### src/rtl/seq_pkg.sv
// Shared types for the "1011" serializer/detector pair: Gray-coded FSM state
// and the default word width.
package seq_pkg;

  typedef enum logic {
    IDLE  = 1'b0,
    SHIFT = 1'b1
  } seq_state_e;

  localparam int SEQ_WORD_WIDTH_DEFAULT = 8;

endpackage

### src/rtl/sequence_serializer.sv
// Parallel-to-serial feeder for the "1011" detector, MSB-first with gapless
// back-to-back words. Define SERIALIZER_PARITY_EN to append an even-parity bit.
//
// state | meaning
// IDLE  | no word held; line low, ready for a word
// SHIFT | emitting a word, one bit per clock; reload allowed on its last bit
module sequence_serializer
  import seq_pkg::*;
#(
  parameter int WIDTH = SEQ_WORD_WIDTH_DEFAULT
) (
  input  logic             clock,
  input  logic             reset,
  input  logic [WIDTH-1:0] data_in,
  input  logic             data_valid,
  output logic             data_ready,
  output logic             sequence_out,
  output logic             sequence_valid,
  output logic             busy,
  output logic             word_done
);

  localparam int CNT_W = $clog2(WIDTH + 1);
`ifdef SERIALIZER_PARITY_EN
  localparam logic [CNT_W-1:0] CNT_LOAD = CNT_W'(WIDTH);
`else
  localparam logic [CNT_W-1:0] CNT_LOAD = CNT_W'(WIDTH - 1);
`endif

  seq_state_e       state_q, state_d;
  logic [WIDTH-1:0] shift_q, shift_d;
  logic [CNT_W-1:0] cnt_q, cnt_d;
  logic             last_bit;
  logic             xfer;
`ifdef SERIALIZER_PARITY_EN
  logic             parity_q, parity_d;
`endif

  always_ff @(posedge clock or posedge reset) begin
    if (reset) begin
      state_q <= IDLE;
      shift_q <= '0;
      cnt_q   <= '0;
    end else begin
      state_q <= state_d;
      shift_q <= shift_d;
      cnt_q   <= cnt_d;
    end
  end

`ifdef SERIALIZER_PARITY_EN
  always_ff @(posedge clock or posedge reset) begin
    if (reset) parity_q <= 1'b0;
    else       parity_q <= parity_d;
  end
`endif

  // Ready never looks at data_valid, so upstream can safely gate valid on ready.
  always_comb begin
    last_bit   = (state_q == SHIFT) && (cnt_q == '0);
    data_ready = !reset && ((state_q == IDLE) || last_bit);
    xfer       = data_valid && data_ready;
  end

  always_comb begin
    state_d = state_q;
    shift_d = shift_q;
    cnt_d   = cnt_q;
`ifdef SERIALIZER_PARITY_EN
    parity_d = parity_q;
`endif
    unique case (state_q)
      IDLE: begin
        if (xfer) begin
          state_d = SHIFT;
          shift_d = data_in;
          cnt_d   = CNT_LOAD;
`ifdef SERIALIZER_PARITY_EN
          parity_d = ^data_in;
`endif
        end
      end
      SHIFT: begin
        if (last_bit) begin
          if (xfer) begin
            shift_d = data_in;
            cnt_d   = CNT_LOAD;
`ifdef SERIALIZER_PARITY_EN
            parity_d = ^data_in;
`endif
          end else begin
            state_d = IDLE;
            shift_d = {shift_q[WIDTH-2:0], 1'b0};
          end
        end else begin
          shift_d = {shift_q[WIDTH-2:0], 1'b0};
          cnt_d   = cnt_q - CNT_W'(1);
        end
      end
      default: begin
        state_d = IDLE;
      end
    endcase
  end

  always_comb begin
    busy           = (state_q == SHIFT);
    sequence_valid = busy;
    word_done      = last_bit;
`ifdef SERIALIZER_PARITY_EN
    sequence_out   = busy && (last_bit ? parity_q : shift_q[WIDTH-1]);
`else
    sequence_out   = busy && shift_q[WIDTH-1];
`endif
  end

endmodule

### config.mk
export PLATFORM = sky130hd
export DESIGN_NAME = sequence_serializer
export DESIGN_NICKNAME = d
export VERILOG_FILES = /design/src/rtl/seq_pkg.sv /design/src/rtl/sequence_serializer.sv
export SDC_FILE = /design/constraint.sdc
export NUM_CORES = 1
export LEC_CHECK = 0
export ABC_AREA = 1
export BUFFER_PORTS_ARGS = -buffer_cell sky130_fd_sc_hd__buf_2
export CAP_MARGIN = 20
export CORE_UTILIZATION = 51
export CTS_BUF_LIST = sky130_fd_sc_hd__clkbuf_8 sky130_fd_sc_hd__clkbuf_16
export DETAILED_ROUTE_END_ITERATION = 10
export PLACE_DENSITY_LB_ADDON = 0.1
export SETUP_SLACK_MARGIN = 0.4
export SYNTH_ARGS = -nofsm -noshare
export SYNTH_HDL_FRONTEND = slang
export SYNTH_SLANG_ARGS = --single-unit
export TNS_END_PERCENT = 10
### constraint.sdc
create_clock -name clock -period 1.65 [get_ports clock]
set_input_delay 0.165 -clock clock [delete_from_list [all_inputs] [get_ports clock]]
set_output_delay 0.165 -clock clock [all_outputs]
set_load 0.02 [all_outputs]
==> results.yml, run 1 <==
outcome:
  status: "finished clean"
cts:
  h-tree-depth: 1
  clock_latency_ps: 240
  cts_tree: "yes"
  clk_pin_slew_ps: 50
  cts_sinks: 13
  clockBufferDepth: 2
  cts_buffers: 3
  cts_root_buf: "clkbuf_8"
setup_path:
  cp_top_family: "flip-flops"
  worst_setup_path_start_kind: "flip-flop"
  crit_cells: 7
  cp_cell_sequence: "inv_2, ha_4, nand2_1, nand2_2, inv_2, nor2_2, buf_6"
  worstReg2RegEnd: "cnt_q[0]"
  critPathCaptureType: "output port"
  critPathMaxStageDelay_ps: 380
  reg2reg_from: "cnt_q[0]"
  crit_top_cell: "inv_2"
  worst_r2r_path_depth: 9
  cp-endpoint: "data_ready"
  worstSetupStartpoint: "cnt_q[0]"
  cp_data_arrival_time_ps: 1260
  r2r_setup_slack_ps: 320
  critPathRequiredTime_ps: 1480
  path_buf_inv: 3
  critical_path.max_fanout: 3
  critPathKind: "flip-flop to output port"
  slowest_stage: "dfrtp_1"
placed_design:
  place_hpwl_um: 966
  port-buffer-count: 15
  gp_congestion: 0.766
drt:
  drt_pass1_iterations: 4
  via_per_inst: 5.12
  route.vias.total: 661
  wirelength_um: 1580
  wire_per_inst_um: 12.3
  drc: 0
  drtIter0Drc: 6
  ant_nets: 0
pwr:
  p_leak_nw: 0.513
  swShare_pct: 41.8
  power_density_nw_per_um2: 1880
  internal_power_mw: 1.05
  clkPwrFrac_pct: 15.8
  ir_drop_mv: 1.31
  seqPwrFrac_pct: 31.8
  p_comb_share_pct: 52.3
  p_sw_mw: 0.752
sta:
  finalSetupViolations: 0
  finalSetupTns_ps: 0
  rsz0062_at_grt: "yes"
  fin_skew_ps: 1.10
  fin_crit_sh_pct: 86.4
  hold_violations: 0
  period_minus_slack_ps: 1430
  relSlewSlack_pct: 81.2
  slew_violations: 0
  max_freq_mhz: 702
  worst_pin_slew_ps: 281
  whs_ps: 83.6
logic_synthesis:
  yosysSeqAreaShare_pct: 43.7
  yosys.area.top_type_share_pct: 43.7
  yosys.area.top_type: "dfrtp_1"
  ys_seq_elements: 13
  ys.flop_type: "dfrtp_1"
  syn_nets: 104
  yosys.cell_types.count: 17
  synth_warnings: 0
  async_flop_share_pct: 100
  synth_area_um2: 744
  synthCells: 91
  synth.area.top_cells: "dfrtp_1 (44%), nand2_1 (13%), nand3_1 (10%), nand4_1 (6.7%), inv_1 (4.5%)"
  syn_area_per_cell_um2: 8.18
  synth_edf_count: 0
floorplanning:
  num_rows: 13
  die-area_um2: 1620
  initial_utilization_pct: 55.8
  die_w_um: 40.2
  ios: 16
  core_area_um2: 1330
  die_h_um: 40.2
global_route:
  overflow: 0
  first_global_vias: 539
  grt_pass1_wl_um: 2430
  antenna_found_initial: 0
  grt_max_degree: 14
  track_usage_pct: 23.8
final_layout:
  mostFrequentLayoutCell: "nand2_1"
  nets: 128
  final_cell_mix: "nand2_1 (25), nand3_1 (15), buf_2 (13)"
  drive_above_1_share_pct: 37.7
  area_growth_pct: 28.4
  diodes: 0
job:
  cap_violations: 0
worst_hold_path:
  worstHoldPathType: "primary input to asynchronous set/reset pin"
-- worst min-delay path: stages --
cell and delay, ps:
buf_2 120, inv_2 160, buf_4 230
-- cells in the mapped netlist, types with 2 or more instances --
cell type and instances:
dfrtp_1 13, nand4_1 8, buf_4 2, ha_1 2
nand3_1 15, buf_2 2, nand2_2 2, buf_6 2
inv_1 9, nor2_1 3, nand2_1 26, nand3_2 2
-- final cells by class --
| class | instances | area, um^2 |
|---|---|---|
| Clock buffer | 3 | 41.3 |
| Fill cell | 100 | 378 |
| Clock inverter | 1 | 5.00 |
| Timing Repair Buffer | 25 | 165 |
| Inverter | 10 | 37.5 |
| Sequential cell | 13 | 327 |
| Multi-Input combinational cell | 62 | 362 |
| Tap cell | 15 | 18.8 |
-- cells by family after synthesis --
group	after synthesis	synth area share, %
compound gates	2	3.36
xor+xnor	2	2.35
buf+inv	16	11.4
flops	13	43.7
simple gates	56	35.8
fa+ha+maj	2	3.36
-- flip-flops by register name (all words and copies together), names as in the netlist --
| signal | count |
|---|---|
| busy | 1 |
| cnt_q | 4 |
| shift_q | 8 |
-- metal layers --
metal / vias to the layer above / global-route usage, % / wire, um
li1: 343 / - / -
met1: 303 / 32.4 / 800
met2: 13 / 35.5 / 708
met3: 2 / 10.0 / 66
met4: 0 / 5.00 / 6
met5: - / 0 / 0
-- repair_timing --
| item | in CTS | in global routing |
|---|---|---|
| endpoints found under the hold margin | 5 | 0 |
| setup endpoints to repair | 17 | 17 |
| pin swaps | 2 | 1 |
| hold buffers | 1 | 0 |
| setup buffers | 5 | 1 |
| resized for setup | 11 | 2 |
-- stage by stage --
step / instances / power, mW / worst slack, ps / cell area, um^2 / utilization (%)
2_1_floorplan: 91 / 1.15 / 440 / 747 / -
3_3_place_gp: 118 / 1.29 / 249 / 816 / 61.2
3_5_place_dp: 118 / 1.30 / 244 / 816 / 61.2
4_1_cts: 128 / 1.75 / 235 / 940 / 70.5
5_1_grt: 129 / 1.95 / 156 / 956 / 71.7
6_report: 129 / 1.80 / 225 / 956 / 71.7
-- power by group through the flow --
stage                     Combinational [mW]  Clock, mW  Sequential, mW
after detailed placement               0.733          0           0.563
final                                  0.941      0.285           0.573
after global routing                    1.06      0.306           0.585
after global placement                 0.721          0           0.567
after floorplan                        0.598          0           0.557
after CTS                              0.895      0.292           0.566
-- worst min-delay path by stage --
stage | start | endpoint | slack (ps) | cells past startpoint
final | reset | cnt_q[0] | 80 | 3
after global routing | reset | cnt_q[1] | 100 | 3
after CTS | reset | cnt_q[0] | 50 | 3
after detailed placement | reset | shift_q[2] | 120 | 2
after global placement | reset | shift_q[2] | 110 | 2
after floorplan | reset | busy | 130 | 2
(Power assumes the default switching activity.)
==> run 2: changes to the inputs <==
--- a/config.mk
+++ b/config.mk
@@ -8,8 +8,8 @@
 export ABC_AREA = 1
 export BUFFER_PORTS_ARGS = -buffer_cell sky130_fd_sc_hd__buf_2
 export CAP_MARGIN = 20
-export CORE_UTILIZATION = 51
-export CTS_BUF_LIST = sky130_fd_sc_hd__clkbuf_8 sky130_fd_sc_hd__clkbuf_16
+export CORE_UTILIZATION = 55
+export CTS_BUF_LIST = sky130_fd_sc_hd__clkbuf_8
 export DETAILED_ROUTE_END_ITERATION = 10
 export PLACE_DENSITY_LB_ADDON = 0.1
 export SETUP_SLACK_MARGIN = 0.4
==> run 2 against run 1 <==
Against the previous run:
- sequential share of layout area down 1.3 points
- non-clock buffer count up 2
- first-iteration DRC count rose to 2.8 times the previous value
- maximum frequency down 0.15%
- wire length up 1.8%
- critical path type unchanged
==> results.yml, run 2 (same netlist as run 1, synthesis figures left out) <==
final_layout:
  utilization_pct: 83.3
  nets: 130
  area_growth_pct: 32.8
  mostFrequentLayoutCell: "nand2_1"
  final_cells: 130
  regMostFlops: "shift_q"
  largest_reg_flops: 8
  diodes: 0
  drive_above_1_share_pct: 40.5
  final_cell_mix: "nand2_1 (23), nand3_1 (15), dfrtp_1 (13), buf_2 (13), buf_4 (10)"
  fill_cells: 74
  fin_area_um2: 988
setup_path:
  reg2reg_from: "cnt_q[0]"
  critPathKind: "flip-flop to output port"
  worstSetupStartpoint: "cnt_q[0]"
  cp_cell_sequence: "inv_2, ha_4, nand2_1, nand2_2, inv_2, nor2_2, buf_6"
  path_buf_inv: 3
  crit_top_cell: "inv_2"
  cp_data_arrival_time_ps: 1260
  worst_setup_path_start_kind: "flip-flop"
  critPathMaxStageDelay_ps: 390
  critical_path.max_fanout: 3
  cp_top_family: "flip-flops"
  critPathCaptureType: "output port"
  slowest_stage: "dfrtp_1"
  critPathRequiredTime_ps: 1480
sta:
  whs_ps: 55.6
  slew_violations: 0
  hold_violations: 0
  fin_skew_ps: 0.460
  finalSetupViolations: 0
  period_minus_slack_ps: 1430
  fin_crit_sh_pct: 86.5
  worst_pin_slew_ps: 257
  rsz0062_at_grt: "yes"
  max_freq_mhz: 701
  finalSetupTns_ps: 0
  relSlewSlack_pct: 82.8
floorplanning:
  num_rows: 12
  initial_utilization_pct: 62.8
  core_area_um2: 1190
  die_h_um: 38.8
  die_w_um: 38.8
  ios: 16
  die-area_um2: 1500
pwr:
  ir_drop_mv: 1.09
  p_leak_nw: 0.531
  power_density_nw_per_um2: 1860
placed_design:
  postPlaceCellArea_um2: 815
  port-buffer-count: 15
  gp_congestion: 0.724
  dp_cells: 117
  place_hpwl_um: 1030
drt:
  wirelength_um: 1610
  wire_per_inst_um: 12.4
  route.vias.total: 680
  drt_pass1_iterations: 4
  via_per_inst: 5.23
  ant_nets: 0
  drtIter0Drc: 17
  drc: 0
cts:
  h-tree-depth: 1
  clk_pin_slew_ps: 60
  cts_tree: "yes"
  cts_root_buf: "clkbuf_8"
  clockBufferDepth: 2
  clock_latency_ps: 240
  cts_sinks: 13
  cts_buffers: 3
global_route:
  overflow: 0
  busiest_layer: "met2"
  grt_pass1_wl_um: 2460
  met1_usage_pct: 29.4
  antenna_found_initial: 0
  use_met3_pct: 5.20
  track_usage_pct: 24.6
  grt_max_degree: 16
  first_global_vias: 595
  grt.met2_usage_pct: 42.1
outcome:
  status: "finished clean"
job:
  cap_violations: 0
worst_hold_path:
  worstHoldPathType: "primary input to asynchronous set/reset pin"
[run 2: cell types whose count changed in the layout (fill, tap and decap cells not counted), sizes merged]
cell,previous run,this run
buf,24,26
clkinv,1,0
inv,10,11
[run 2: per-stage QoR]
stage / power, mW / worst slack, ps
detailed placement: 1.30 / 217
floorplan: 1.15 / 440
global route: 1.99 / 174
finish: 1.84 / 223
global placement: 1.28 / 240
CTS: 1.75 / 248
[run 2: per-layer routing]
metal | routed length, um | share of wire, %
met5 | 0 | 0
met3 | 60 | 3.7
met2 | 864 | 54
met4 | 10 | 0.62
met1 | 674 | 42
[run 2: final timing paths]
path / end / slack (ps) / depth (start not counted)
worst min-delay path: cnt_q[1] / 60 / 3
worst max register to register: cnt_q[2] / 260 / 11
max in group asynchronous: cnt_q[2] / 940 / 3
worst max-delay path: data_ready / 220 / 7
min in group clock: shift_q[0] / 170 / 3
worst min register to register: shift_q[0] / 480 / 2
[run 2: cell type report]
type / count / area (um^2) / share of cell area [%]
tap: 14 / 17.5 / 1.77
sequential: 13 / 325 / 32.9
clock inverter: 1 / 3.75 / 0.380
multi-input combinational: 62 / 379 / 38.4
timing repair buffer: 27 / 184 / 18.6
clock buffer: 3 / 41.3 / 4.18
inverter: 10 / 37.5 / 3.80
[run 2: power breakdown]
part	switching, mW	internal (mW)
registers	0.0926	0.459
logic	0.573	0.439
clock network	0.113	0.164
total	0.778	1.06
[run 2: timing repair]
item	4_1_cts	5_1_grt
hold buffers	1	0
buffers inserted	7	1
setup endpoints to repair	15	15
hold endpoints to repair	5	0
gates resized for setup	11	8
pin swaps	3	4
gates cloned	0	0
[run 2: worst register-to-register path: stages, from the launching register on]
cell     delay, ps
dfrtp_1        390
inv_2           90
ha_4           150
nand2_4         50
nor2_4          90
nand2_2         70
buf_6          120
buf_4          120
nand2_2         40
nand2_1         40
nand2_1         60
nand2_1         50
==> run 3: changes to the inputs <==
--- a/config.mk
+++ b/config.mk
@@ -12,6 +12,7 @@
 export CTS_BUF_LIST = sky130_fd_sc_hd__clkbuf_8
 export DETAILED_ROUTE_END_ITERATION = 10
 export PLACE_DENSITY_LB_ADDON = 0.1
+export REMOVE_ABC_BUFFERS = 1
 export SETUP_SLACK_MARGIN = 0.4
 export SYNTH_ARGS = -nofsm -noshare
 export SYNTH_HDL_FRONTEND = slang
==> run 3 against run 2 <==
Against the previous run:
- combinational power up 9.9%
- flip-flop and latch count unchanged
- clock skew is essentially flat
- first-iteration DRC count fell by 18%
- sequential power grew 0.9%
- die area did not move
- critical path depth stayed put
- clock power about the same
- non-clock buffer count rose by 1
- maximum frequency down 0.88%
- critical path type unchanged
- highest routed layer unchanged
==> results.yml, run 3 (same netlist as run 1, synthesis figures left out) <==
outcome:
  status: "finished clean"
setup_path:
  slowest_stage: "dfrtp_1"
  critPathMaxStageDelay_ps: 390
  critPathKind: "flip-flop to output port"
  cp_cell_sequence: "inv_2, ha_4, nand2_2, nand2_2, inv_2, nor2_4, buf_6"
  worst_setup_path_start_kind: "flip-flop"
  cp_data_arrival_time_ps: 1280
  critPathRequiredTime_ps: 1480
  critPathCaptureType: "output port"
  critical_path.max_fanout: 3
global_route:
  track_usage_pct: 29.4
  grt_max_degree: 16
  antenna_found_initial: 0
  overflow: 0
  grt_pass1_wl_um: 2880
  first_global_vias: 661
floorplanning:
  num_rows: 12
  die-area_um2: 1500
  ios: 16
  initial_utilization_pct: 62.8
  die_h_um: 38.8
  core_area_um2: 1190
  die_w_um: 38.8
sta:
  fin_crit_sh_pct: 87.3
  finalSetupTns_ps: 0
  hold_violations: 0
  max_freq_mhz: 694
  period_minus_slack_ps: 1440
  finalSetupViolations: 0
  fin_skew_ps: 0.788
  worst_pin_slew_ps: 278
  slew_violations: 0
  rsz0062_at_grt: "yes"
  relSlewSlack_pct: 81.4
worst_hold_path:
  worstHoldPathType: "primary input to flip-flop"
cts:
  cts_buffers: 3
  h-tree-depth: 1
  clockBufferDepth: 2
  clk_pin_slew_ps: 50
  cts_sinks: 13
  cts_root_buf: "clkbuf_8"
  cts_tree: "yes"
  clock_latency_ps: 240
final_layout:
  diodes: 0
  drive_above_1_share_pct: 41.5
  utilization_pct: 84.3
  largest_reg_flops: 8
  final_cell_mix: "nand2_1 (23), nand3_1 (15), buf_2 (13)"
  area_growth_pct: 34.3
  regMostFlops: "shift_q"
  mostFrequentLayoutCell: "nand2_1"
  nets: 132
drt:
  ant_nets: 0
  via_per_inst: 5.70
  wirelength_um: 1990
  drtIter0Drc: 14
  drt_pass1_iterations: 4
  wire_per_inst_um: 15.1
  drc: 0
  route.vias.total: 752
job:
  cap_violations: 0
placed_design:
  port-buffer-count: 15
  gp_congestion: 0.727
  place_hpwl_um: 1180
pwr:
  p_leak_nw: 0.530
  ir_drop_mv: 1.07
  power_density_nw_per_um2: 1940
## run 3: path summary, 6_finish.rpt
path | start | end | slack, ps | cells past startpoint
hold reg to reg | shift_q[0] | shift_q[0] | 500 | 2
setup / recovery | cnt_q[0] | data_ready | 210 | 7
min in group asynchronous | reset | shift_q[1] | 580 | 4
setup reg to reg | cnt_q[0] | cnt_q[0] | 280 | 9
max in group asynchronous | reset | shift_q[7] | 900 | 4
hold / removal | data_in[0] | shift_q[0] | 160 | 3
## run 3: layer usage
layer | wire length, um | global-route usage (%) | share of wire (%) | vias up
met5 | 0 | 0 | 0 | -
met4 | 81 | 16.4 | 4.1 | 0
met3 | 133 | 5.20 | 6.7 | 11
met2 | 1010 | 50.8 | 51 | 44
met1 | 768 | 33.6 | 39 | 346
li1 | - | - | - | 351
## run 3: through the flow
step           cells  setup slack (ps)  area (um^2)  total power [mW]  hold WS (ps)
6_report         132               210         1000              1.94           157
4_1_cts          128               203          936              1.76           158
3_5_place_dp     118               198          820              1.32           206
5_1_grt          132               147         1000              2.07           169
3_3_place_gp     118               261          820              1.28           197
2_1_floorplan     85              72.2          697              1.07          30.9
## run 3: what timing repair did
item | in CTS | in global routing
cloned | 0 | 1
setup buffers | 5 | 3
hold endpoints to repair | 13 | 0
resized for setup | 8 | 11
pin swaps | 3 | 4
endpoints found under the setup margin | 14 | 16
hold buffers | 1 | 0
## run 3: critical path: cells and delay by family (launching register included)
family                     cells  cell delay [ps]
adders and majority gates      1              140
and+or+nand+nor                3              250
DFF                            1              390
buffers and inverters          3              250
## run 3: where the power goes
part	total, mW	internal, mW	switching (mW)
Clock	0.279	0.164	0.115
Sequential	0.556	0.461	0.0957
Combinational	1.11	0.473	0.633
## run 3: layout make-up
type,instances,area [um^2]
multi-input combinational,63,385
inverter,10,37.5
sequential,13,327
fill,70,186
clock inverter,1,3.75
clock buffer,3,41.3
timing repair buffer,28,188
tap,14,17.5
